<file path="src/rtl/mdu_sequencer.sv">
// Multi-cycle unsigned MULTU/DIVU sequencer driving a dedicated 32-bit ALU.
// Owns HI/LO and serves MTHI/MTLO; busy stalls decode while an operation runs.
module mdu_sequencer #(
    parameter logic [2:0]  ADD_CODE = 3'd0,
    parameter logic [2:0]  SUB_CODE = 3'd1,
    parameter int unsigned ITER     = 32
) (
    input  logic        clk,
    input  logic        reset,
    input  logic        start,
    input  logic [1:0]  op,
    input  logic [31:0] rs_val,
    input  logic [31:0] rt_val,
    output logic [31:0] alu_a,
    output logic [31:0] alu_b,
    output logic [2:0]  alu_ctrl,
    input  logic [31:0] alu_result,
    output logic        busy,
    output logic        done,
    output logic [31:0] hi,
    output logic [31:0] lo
);

    localparam int unsigned W  = 32;
    localparam int unsigned CW = $clog2(ITER);

    localparam logic [1:0] OP_MULTU = 2'b00;
    localparam logic [1:0] OP_DIVU  = 2'b01;
    localparam logic [1:0] OP_MTHI  = 2'b10;
    localparam logic [1:0] OP_MTLO  = 2'b11;

    typedef enum logic [1:0] {
        IDLE = 2'd0,
        CALC = 2'd1,
        DONE = 2'd2
    } state_t;

    state_t         state, state_n;
    logic [CW-1:0]  cnt, cnt_n;
    logic [W-1:0]   opnd, opnd_n;
    logic           is_div, is_div_n;
    logic [W-1:0]   hi_n, lo_n;
    logic [W-1:0]   alu_a_n, alu_b_n;
    logic [2:0]     alu_ctrl_n;
    logic           busy_n, done_n;
    logic [W-1:0]   rem;
    logic           carry;

    // State and datapath registers; ALU drive is registered from next-state values
    always_ff @(posedge clk or posedge reset) begin
        if (reset) begin
            state    <= IDLE;
            cnt      <= '0;
            opnd     <= '0;
            is_div   <= 1'b0;
            hi       <= '0;
            lo       <= '0;
            alu_a    <= '0;
            alu_b    <= '0;
            alu_ctrl <= ADD_CODE;
            busy     <= 1'b0;
            done     <= 1'b0;
        end else begin
            state    <= state_n;
            cnt      <= cnt_n;
            opnd     <= opnd_n;
            is_div   <= is_div_n;
            hi       <= hi_n;
            lo       <= lo_n;
            alu_a    <= alu_a_n;
            alu_b    <= alu_b_n;
            alu_ctrl <= alu_ctrl_n;
            busy     <= busy_n;
            done     <= done_n;
        end
    end

    // Next-state, iteration step and ALU operand selection
    always_comb begin
        state_n    = state;
        cnt_n      = cnt;
        opnd_n     = opnd;
        is_div_n   = is_div;
        hi_n       = hi;
        lo_n       = lo;
        alu_a_n    = '0;
        alu_b_n    = '0;
        alu_ctrl_n = ADD_CODE;
        rem        = {hi[W-2:0], lo[W-1]};
        carry      = (alu_result < hi);

        case (state)
            IDLE: begin
                if (start) begin
                    case (op)
                        OP_MTHI: hi_n = rs_val;
                        OP_MTLO: lo_n = rs_val;
                        OP_MULTU: begin
                            opnd_n   = rs_val;
                            is_div_n = 1'b0;
                            hi_n     = '0;
                            lo_n     = rt_val;
                            cnt_n    = '0;
                            state_n  = CALC;
                        end
                        OP_DIVU: begin
                            opnd_n   = rt_val;
                            is_div_n = 1'b1;
                            hi_n     = '0;
                            lo_n     = rs_val;
                            cnt_n    = '0;
                            state_n  = CALC;
                        end
                        default: ;
                    endcase
                end
            end
            CALC: begin
                if (is_div) begin
                    // Restoring step: hi[31] is the bit shifted out of the 32-bit remainder
                    if (hi[W-1] || (rem >= opnd)) begin
                        hi_n = alu_result;
                        lo_n = {lo[W-2:0], 1'b1};
                    end else begin
                        hi_n = rem;
                        lo_n = {lo[W-2:0], 1'b0};
                    end
                end else begin
                    // Shift-add step: carry out of hi+addend recovered by wrap compare
                    hi_n = {carry, alu_result[W-1:1]};
                    lo_n = {alu_result[0], lo[W-1:1]};
                end
                if (cnt == CW'(ITER - 1)) begin
                    state_n = DONE;
                end else begin
                    cnt_n = cnt + CW'(1);
                end
            end
            DONE:    state_n = IDLE;
            default: state_n = IDLE;
        endcase

        if (state_n == CALC) begin
            if (is_div_n) begin
                alu_a_n    = {hi_n[W-2:0], lo_n[W-1]};
                alu_b_n    = opnd_n;
                alu_ctrl_n = SUB_CODE;
            end else begin
                alu_a_n    = hi_n;
                alu_b_n    = lo_n[0] ? opnd_n : '0;
                alu_ctrl_n = ADD_CODE;
            end
        end

        busy_n = (state_n != IDLE);
        done_n = (state_n == DONE);
    end

endmodule

</file>
<file path="config.mk">
export PLATFORM = sky130hd
export DESIGN_NAME = mdu_sequencer
export DESIGN_NICKNAME = d
export VERILOG_FILES = /design/src/rtl/mdu_sequencer.sv
export SDC_FILE = /design/constraint.sdc
export NUM_CORES = 1
export LEC_CHECK = 0
export ABC_AREA = 0
export CORE_ASPECT_RATIO = 1.25
export CORE_MARGIN = 5
export CORE_UTILIZATION = 46
export DETAILED_ROUTE_END_ITERATION = 8
export PLACE_DENSITY = 0.83
export SLEW_MARGIN = 15
export SYNTH_ARGS = -nofsm -noshare
export SYNTH_HDL_FRONTEND = slang
export SYNTH_SLANG_ARGS = --single-unit
</file>
<file path="constraint.sdc">
create_clock -name clk -period 5.4 [get_ports clk]
set_clock_uncertainty 0.2 [all_clocks]
set_input_delay 1.08 -clock clk [delete_from_list [all_inputs] [get_ports clk]]
set_output_delay 1.08 -clock clk [all_outputs]
set_load 0.03 [all_outputs]
</file>
==> results of run 1 <==
==> through the flow <==
| stage | setup WS (ns) | instances | total power, mW | hold slack, ns |
|---|---|---|---|---|
| final | 1.70 | 1488 | 9.51 | 0.309 |
| after floorplan | 1.94 | 1009 | 6.07 | 0.270 |
| after global placement | 1.38 | 1456 | 8.01 | 0.286 |
| after detailed placement | 1.29 | 1456 | 8.17 | 0.292 |
| after CTS | 1.74 | 1487 | 9.46 | 0.311 |
| after global routing | 1.54 | 1488 | 10.0 | 0.337 |
==> synthesized netlist by cell type, types with 7 or more instances <==
master                     count
sky130_fd_sc_hd__a21o_1        7
sky130_fd_sc_hd__a21oi_1      27
sky130_fd_sc_hd__a221o_1      13
sky130_fd_sc_hd__a22oi_1      47
sky130_fd_sc_hd__a31oi_1      32
sky130_fd_sc_hd__buf_2        16
sky130_fd_sc_hd__clkbuf_1     51
sky130_fd_sc_hd__dfrtp_1     171
sky130_fd_sc_hd__ha_1         65
sky130_fd_sc_hd__inv_1        75
sky130_fd_sc_hd__mux2i_1      63
sky130_fd_sc_hd__nand2_1      90
sky130_fd_sc_hd__nand3_1      35
sky130_fd_sc_hd__nand4_1       8
sky130_fd_sc_hd__nor2_1       20
sky130_fd_sc_hd__nor2b_1      33
sky130_fd_sc_hd__o211a_1      27
sky130_fd_sc_hd__o21a_1       18
sky130_fd_sc_hd__o21ai_0     106
sky130_fd_sc_hd__o21ai_1      14
sky130_fd_sc_hd__o221ai_1     31
==> flip-flops by register name, summed over array words and instances (netlist names) <==
name / cells
alu_a: 32
alu_b: 32
alu_ctrl: 1
busy: 1
cnt: 5
done: 1
hi: 32
is_div: 1
lo: 32
opnd: 32
state: 2
==> how the worst min path moves through the flow <==
stage | startpoint | endpoint | cells after the start
after floorplan | opnd[10]$_DFF_PP0_ | opnd[10]$_DFF_PP0_ | 2
after global placement | opnd[29]$_DFF_PP0_ | opnd[29]$_DFF_PP0_ | 2
after detailed placement | opnd[21]$_DFF_PP0_ | opnd[21]$_DFF_PP0_ | 2
after CTS | opnd[21]$_DFF_PP0_ | opnd[21]$_DFF_PP0_ | 2
after global routing | opnd[21]$_DFF_PP0_ | opnd[21]$_DFF_PP0_ | 2
final | opnd[2]$_DFF_PP0_ | opnd[2]$_DFF_PP0_ | 2
==> power groups by stage <==
stage          registers, mW  logic (mW)  clock network, mW
6_report                2.52        5.72               1.27
3_3_place_gp            2.53        5.48                  0
3_5_place_dp            2.53        5.64                  0
4_1_cts                 2.51        5.67               1.28
5_1_grt                 2.57        6.14               1.33
2_1_floorplan           3.15        2.92                  0
==> worst register-to-register path, cell delays in order, from the launching register on <==
cell and delay, ns:
sky130_fd_sc_hd__dfrtp_1 0.48, sky130_fd_sc_hd__ha_1 0.35, sky130_fd_sc_hd__and4_1 0.24, sky130_fd_sc_hd__a311oi_1 0.55, sky130_fd_sc_hd__a31o_1 0.17, sky130_fd_sc_hd__buf_4 0.28, sky130_fd_sc_hd__nand2_1 0.56, sky130_fd_sc_hd__o211ai_1 0.37
sky130_fd_sc_hd__a21boi_0 0.19, sky130_fd_sc_hd__o22ai_1 0.22
==> per-layer routing <==
metal / up-vias / part of all wire / track usage / wire (microns)
li1: 4071 / - / - / -
met1: 4468 / 0.37 / 0.346 / 12900
met2: 524 / 0.48 / 0.458 / 16800
met3: 118 / 0.081 / 0.0539 / 2820
met4: 0 / 0.063 / 0.161 / 2190
met5: - / 0 / 0 / 0
==> layout make-up <==
type,instances,area [sq um]
clock buffer,18,429
clock inverter,13,166
sequential,171,4280
multi-input combinational,688,4890
tap,274,343
timing repair buffer,248,2450
inverter,75,285
fill,1756,7970
antenna,1,2.50
==> cell families (layout without fill, tap and decap cells) <==
kind of cell,Yosys count,count (layout),share of synthesized area
AOI/OAI and AO/OA,346,346,0.244
muxes,65,65,0.0671
xor gates and xnor gates,1,1,0.000900
buffers and inverters,150,354,0.0622
DFF,171,171,0.440
adders and majority gates,65,65,0.0835
and+or+nand+nor,209,209,0.102
other,1,3,0.000385
==> placed cells by master (no fill, tap or decap), types with 33 or more instances in the layout <==
master,n
sky130_fd_sc_hd__a22oi_1,47
sky130_fd_sc_hd__clkdlybuf4s50_1,230
sky130_fd_sc_hd__dfrtp_1,170
sky130_fd_sc_hd__ha_1,65
sky130_fd_sc_hd__inv_1,74
sky130_fd_sc_hd__mux2i_1,62
sky130_fd_sc_hd__nand2_1,90
sky130_fd_sc_hd__nand3_1,35
sky130_fd_sc_hd__nor2b_1,33
sky130_fd_sc_hd__o21ai_0,106
==> impl_metrics.py, run 1 <==
metrics = {
    "run_status": {
        "run_status": "complete, no violations",
    },
    "pwr": {
        "power.leakage_nw": 5.76,
        "netSwitchingFraction": 0.485,
        "cellPowerDensity_nw_per_um2": 740,
        "logic_pwr_share": 0.602,
        "ir_worst_vdd_mv": 0.424,
        "clock_power_share": 0.133,
        "p_switching_mw": 4.62,
        "power.sequential.fraction": 0.265,
        "intPower_mw": 4.89,
    },
    "yosys": {
        "synthDominantAreaCellType": "sky130_fd_sc_hd__dfrtp_1",
        "syn_area_per_cell_sq_um": 9.66,
        "number_of_enable_flip_flop_cells_after_synthesis": 0,
        "ys_types": 52,
        "synthesized_instance_count": 1008,
        "synth-async-reset-ratio": 1.00,
        "ys_seq_area_frac": 0.440,
        "netlist_area_sq_um": 9730,
        "synth_warnings": 0,
        "portion_of_synthesized_cell_area_occupied_by_the_leading_cell_type": 0.440,
        "ys_dominant_reg_cell": "sky130_fd_sc_hd__dfrtp_1",
        "synth_top_cells_by_area": "sky130_fd_sc_hd__dfrtp_1 44%, sky130_fd_sc_hd__ha_1 8.4%, sky130_fd_sc_hd__mux2i_1 6.5%",
        "postSynthRegisterBits": 171,
    },
    "floorplan": {
        "number_of_core_rows": 59,
        "initial_core_utilization": 0.468,
        "dieWidth_microns": 140,
        "die_height_microns": 173,
        "die_area_sq_um": 24200,
        "ios": 234,
        "placeable_area_sq_um": 20800,
    },
    "grt": {
        "grt_pass1_vias": 9243,
        "antenna_violations_before_repair": 1,
        "gr-usage-all-layers": 0.281,
        "pin_count_of_the_biggest_net_entering_global_routing": 74,
        "global_route_wire_length_before_repair_microns": 53200,
        "grt.overflow.total": 0,
    },
    "placed_design": {
        "detailedPlacementHpwl_microns": 25400,
        "gp_routability_congestion": 0.960,
        "portBuffers": 231,
        "placed_area_sq_um": 12200,
    },
    "drt": {
        "num_vias": 9181,
        "post_drt_via_cell_ratio": 6.17,
        "route.detailed.wl_per_inst_microns": 23.3,
        "routed_wl_microns": 34700,
        "route.detailed.drc": 0,
        "drt_first_iter_violations": 886,
        "firstDrtPassIters": 8,
        "ant_nets": 0,
    },
    "sta": {
        "slew_headroom": 0.249,
        "count_of_final_max_slew_check_failures": 0,
        "hold_viol_final": 0,
        "setup_viol": 0,
        "fin_crit_sh": 0.685,
        "timing.final.crit_period_ns": 3.70,
        "fmax_mhz": 270,
        "final.setup.tns_ns": 0,
        "grt_setup_unrepaired": "no",
        "tightest_slew_ns": 1.13,
    },
    "clocking": {
        "tritoncts": "done",
        "cts_inserted_buffers": 17,
        "cts.hold.buffers_added": 0,
        "cts.htree.levels": 4,
        "worst_setup_hold_path_clk_slew_ns": 0.06,
        "post_cts_buffers": 0,
        "clk_path_buf_depth": 2,
        "post_cts_gate_resize_count": 0,
        "clock_sink_count": 171,
        "clock_tree.root_cell": "sky130_fd_sc_hd__clkbuf_16",
        "worst_skew_pair.late_latency_ns": 0.43,
    },
    "critical_path": {
        "cp_top_family": "buffers and inverters",
        "worstPathBufferInverterCount": 4,
        "critical-path-max-stage-delay_ns": 0.51,
        "r2r-end": "alu_a[30]$_DFF_PP0_",
        "crit_chain": "clkdlybuf4s50_1 > nand2_1 > buf_4 > nor2_1 > mux2i_2 > inv_1 > o31ai_4 > buf_4 > nor2b_1",
        "worst-setup-path-type": "primary input to flop",
        "worstPathMaxFanout": 35,
        "setup.worst_path.start": "start",
        "critPathSlowestCell": "sky130_fd_sc_hd__inv_1",
        "crit_path_start_kind": "primary input",
        "arrival_ns": 3.80,
        "worstSetupEndpoint": "alu_b[5]$_DFF_PP0_",
        "cp.required_ns": 5.50,
        "endpoint_kind": "flop",
        "rrSetupSlack_ns": 1.71,
        "cp.depth": 9,
        "rr_startpoint": "hi[21]$_DFF_PP0_",
        "critPathMostFrequentCell": "sky130_fd_sc_hd__buf_4",
        "r2r_cells": 9,
    },
    "min_path": {
        "hold_path_class": "flop to flop",
    },
    "layout": {
        "post_route_cells_drive_above_1_share": 0.0552,
        "areaGrowthSynthToFinish_pct": 32.0,
        "finish.net_count": 1367,
        "final_design_area_no_fill_sq_um": 12800,
        "finish.utilization": 0.617,
    },
    "job": {
        "cap_violations": 0,
    },
}
Power figures use the tool's default switching activity.
==> run 2, diff against run 1 <==
clock period = 3.3 ns   (was 5.4 ns; I/O delays follow)
==> run 2 against run 1 <==
  * Combinational power up 72%
  * Non-clock buffer count up 27
  * Via count up 1.4%
  * Core utilization up 1.2 points
  * Wire length up 0.99%
  * Clock power up 57%
  * Die area unchanged
  * Register-to-register slack worse by 1.5 ns
  * Power up 67%
  * Design area up 2.0%
  * Sequential share of layout area down 0.66 points
  * Largest cell class unchanged
  * Highest routed layer is now met5
==> impl_metrics.py, run 2 (same netlist as run 1, synthesis figures left out) <==
metrics = {
    "run_status": {
        "run_status": "complete, no violations",
    },
    "floorplan": {
        "die_area_sq_um": 24200,
        "die_height_microns": 173,
        "placeable_area_sq_um": 20800,
        "initial_core_utilization": 0.468,
        "number_of_core_rows": 59,
        "ios": 234,
        "dieWidth_microns": 140,
    },
    "pwr": {
        "power.sequential.fraction": 0.255,
        "logic_pwr_share": 0.620,
        "power.leakage_nw": 5.91,
        "cellPowerDensity_nw_per_um2": 1210,
        "clock_power_share": 0.126,
        "p_switching_mw": 7.65,
        "intPower_mw": 8.26,
        "ir_worst_vdd_mv": 0.784,
        "netSwitchingFraction": 0.481,
    },
    "sta": {
        "layout_setup_ws_ns": 0.198,
        "fmax_mhz": 322,
        "count_of_final_max_slew_check_failures": 0,
        "final.setup.tns_ns": 0,
        "grt_setup_unrepaired": "no",
        "hold_viol_final": 0,
        "fin_crit_sh": 0.940,
        "timing.final.crit_period_ns": 3.10,
        "tightest_slew_ns": 0.786,
        "fin_hold_ws_ns": 0.302,
        "slew_headroom": 0.476,
        "setup_viol": 0,
    },
    "grt": {
        "antenna_violations_before_repair": 3,
        "pin_count_of_the_biggest_net_entering_global_routing": 79,
        "grt.overflow.total": 0,
        "global_route_wire_length_before_repair_microns": 53500,
        "gr-usage-all-layers": 0.282,
        "grt_pass1_vias": 9501,
    },
    "critical_path": {
        "crit_path_start_kind": "flop",
        "endpoint_kind": "flop",
        "rrSetupSlack_ns": 0.20,
        "r2r-end": "alu_a[4]$_DFF_PP0_",
        "worstPathMaxFanout": 14,
        "arrival_ns": 3.22,
        "cp.required_ns": 3.42,
        "r2r_cells": 10,
        "rr_startpoint": "hi[27]$_DFF_PP0_",
        "worst-setup-path-type": "flop to flop",
    },
    "drt": {
        "route.detailed.drc": 0,
        "routed_wl_microns": 35100,
        "drt_first_iter_violations": 982,
        "route.detailed.wl_per_inst_microns": 23.1,
        "firstDrtPassIters": 7,
        "num_vias": 9312,
        "ant_nets": 0,
        "post_drt_via_cell_ratio": 6.14,
    },
    "clocking": {
        "worst_skew_pair.late_latency_ns": 0.43,
        "clock_sink_count": 171,
        "tritoncts": "done",
        "post_cts_buffers": 0,
        "clock_tree.root_cell": "sky130_fd_sc_hd__clkbuf_16",
        "worst_setup_hold_path_clk_slew_ns": 0.07,
        "cts_inserted_buffers": 17,
        "clk_path_buf_depth": 2,
        "cts.htree.levels": 4,
    },
    "layout": {
        "areaGrowthSynthToFinish_pct": 34.6,
        "post_route_cells_drive_above_1_share": 0.0782,
        "finish.utilization": 0.629,
        "most_common_cell_after_layout_fill_and_taps_aside": "sky130_fd_sc_hd__clkdlybuf4s50_1",
        "finish.net_count": 1394,
        "most-common-layout-cells": "230 x sky130_fd_sc_hd__clkdlybuf4s50_1, 170 x sky130_fd_sc_hd__dfrtp_1, 106 x sky130_fd_sc_hd__o21ai_0, 90 x sky130_fd_sc_hd__nand2_1, 74 x sky130_fd_sc_hd__inv_1",
    },
    "placed_design": {
        "gp_routability_congestion": 0.946,
        "detailedPlacementHpwl_microns": 26300,
        "setup_slack_placement_ns": 0.145,
        "portBuffers": 231,
    },
    "job": {
        "cap_violations": 0,
    },
    "min_path": {
        "hold_path_class": "primary input to async pin",
    },
}
## run 2: worst max-delay path, cell delays in order, from the launching register on
cell                       delay, ns
sky130_fd_sc_hd__dfrtp_1        0.44
sky130_fd_sc_hd__ha_1           0.36
sky130_fd_sc_hd__a21oi_1        0.16
sky130_fd_sc_hd__a21boi_0       0.17
sky130_fd_sc_hd__o41ai_2        0.40
sky130_fd_sc_hd__o21ai_2        0.14
sky130_fd_sc_hd__buf_4          0.21
sky130_fd_sc_hd__o21ai_0        0.16
sky130_fd_sc_hd__a31oi_1        0.10
sky130_fd_sc_hd__a221o_1        0.38
sky130_fd_sc_hd__o211a_1        0.27
## run 2: cell type report
class	count	area [sq um]
Multi-Input combinational cell	688	4890
Timing Repair Buffer	275	2730
Fill cell	1753	7710
Clock inverter	13	131
Inverter	75	285
Sequential cell	171	4280
Clock buffer	19	443
Antenna cell	2	5.00
Tap cell	274	343
## run 2: repair_timing
action                     in CTS  in global routing
setup endpoints to repair       0                 20
gates resized for setup         0                  2
hold buffers                    0                  0
## run 2: how the worst max path moves through the flow
stage,from,end,slack (ns),cells after the start
6_report,hi[27]$_DFF_PP0_,alu_a[4]$_DFF_PP0_,0.20,10
3_3_place_gp,alu_result[9],alu_a[31]$_DFF_PP0_,0.16,9
5_1_grt,hi[27]$_DFF_PP0_,alu_a[4]$_DFF_PP0_,0.05,10
4_1_cts,hi[27]$_DFF_PP0_,alu_a[18]$_DFF_PP0_,0.11,10
2_1_floorplan,reset,alu_a[0]$_DFF_PP0_,0.26,1
3_5_place_dp,alu_result[9],alu_a[31]$_DFF_PP0_,0.15,9
## run 2: stage by stage
stage          cells  area [sq um]  power (mW)
5_1_grt         1517         13100        16.8
2_1_floorplan   1009          9740        9.93
3_5_place_dp    1483         12500        13.8
6_report        1517         13100        15.9
4_1_cts         1515         13100        15.9
3_3_place_gp    1483         12500        13.6
## run 2: per-layer routing
metal | GRT usage | part of all wire | vias to the layer above
li1 | - | - | 4130
met2 | 0.473 | 0.48 | 519
met5 | 0 | 0.00020 | -
met1 | 0.335 | 0.37 | 4528
met3 | 0.0508 | 0.078 | 133
met4 | 0.175 | 0.071 | 2
## run 2: power groups by stage
| stage | clock network [mW] | registers (mW) | logic [mW] |
|---|---|---|---|
| floorplan | 0 | 5.15 | 4.78 |
| global placement | 0 | 4.06 | 9.55 |
| detailed placement | 0 | 4.07 | 9.75 |
| CTS | 2.01 | 4.04 | 9.80 |
| global route | 2.10 | 4.15 | 10.6 |
| finish | 2.00 | 4.05 | 9.86 |
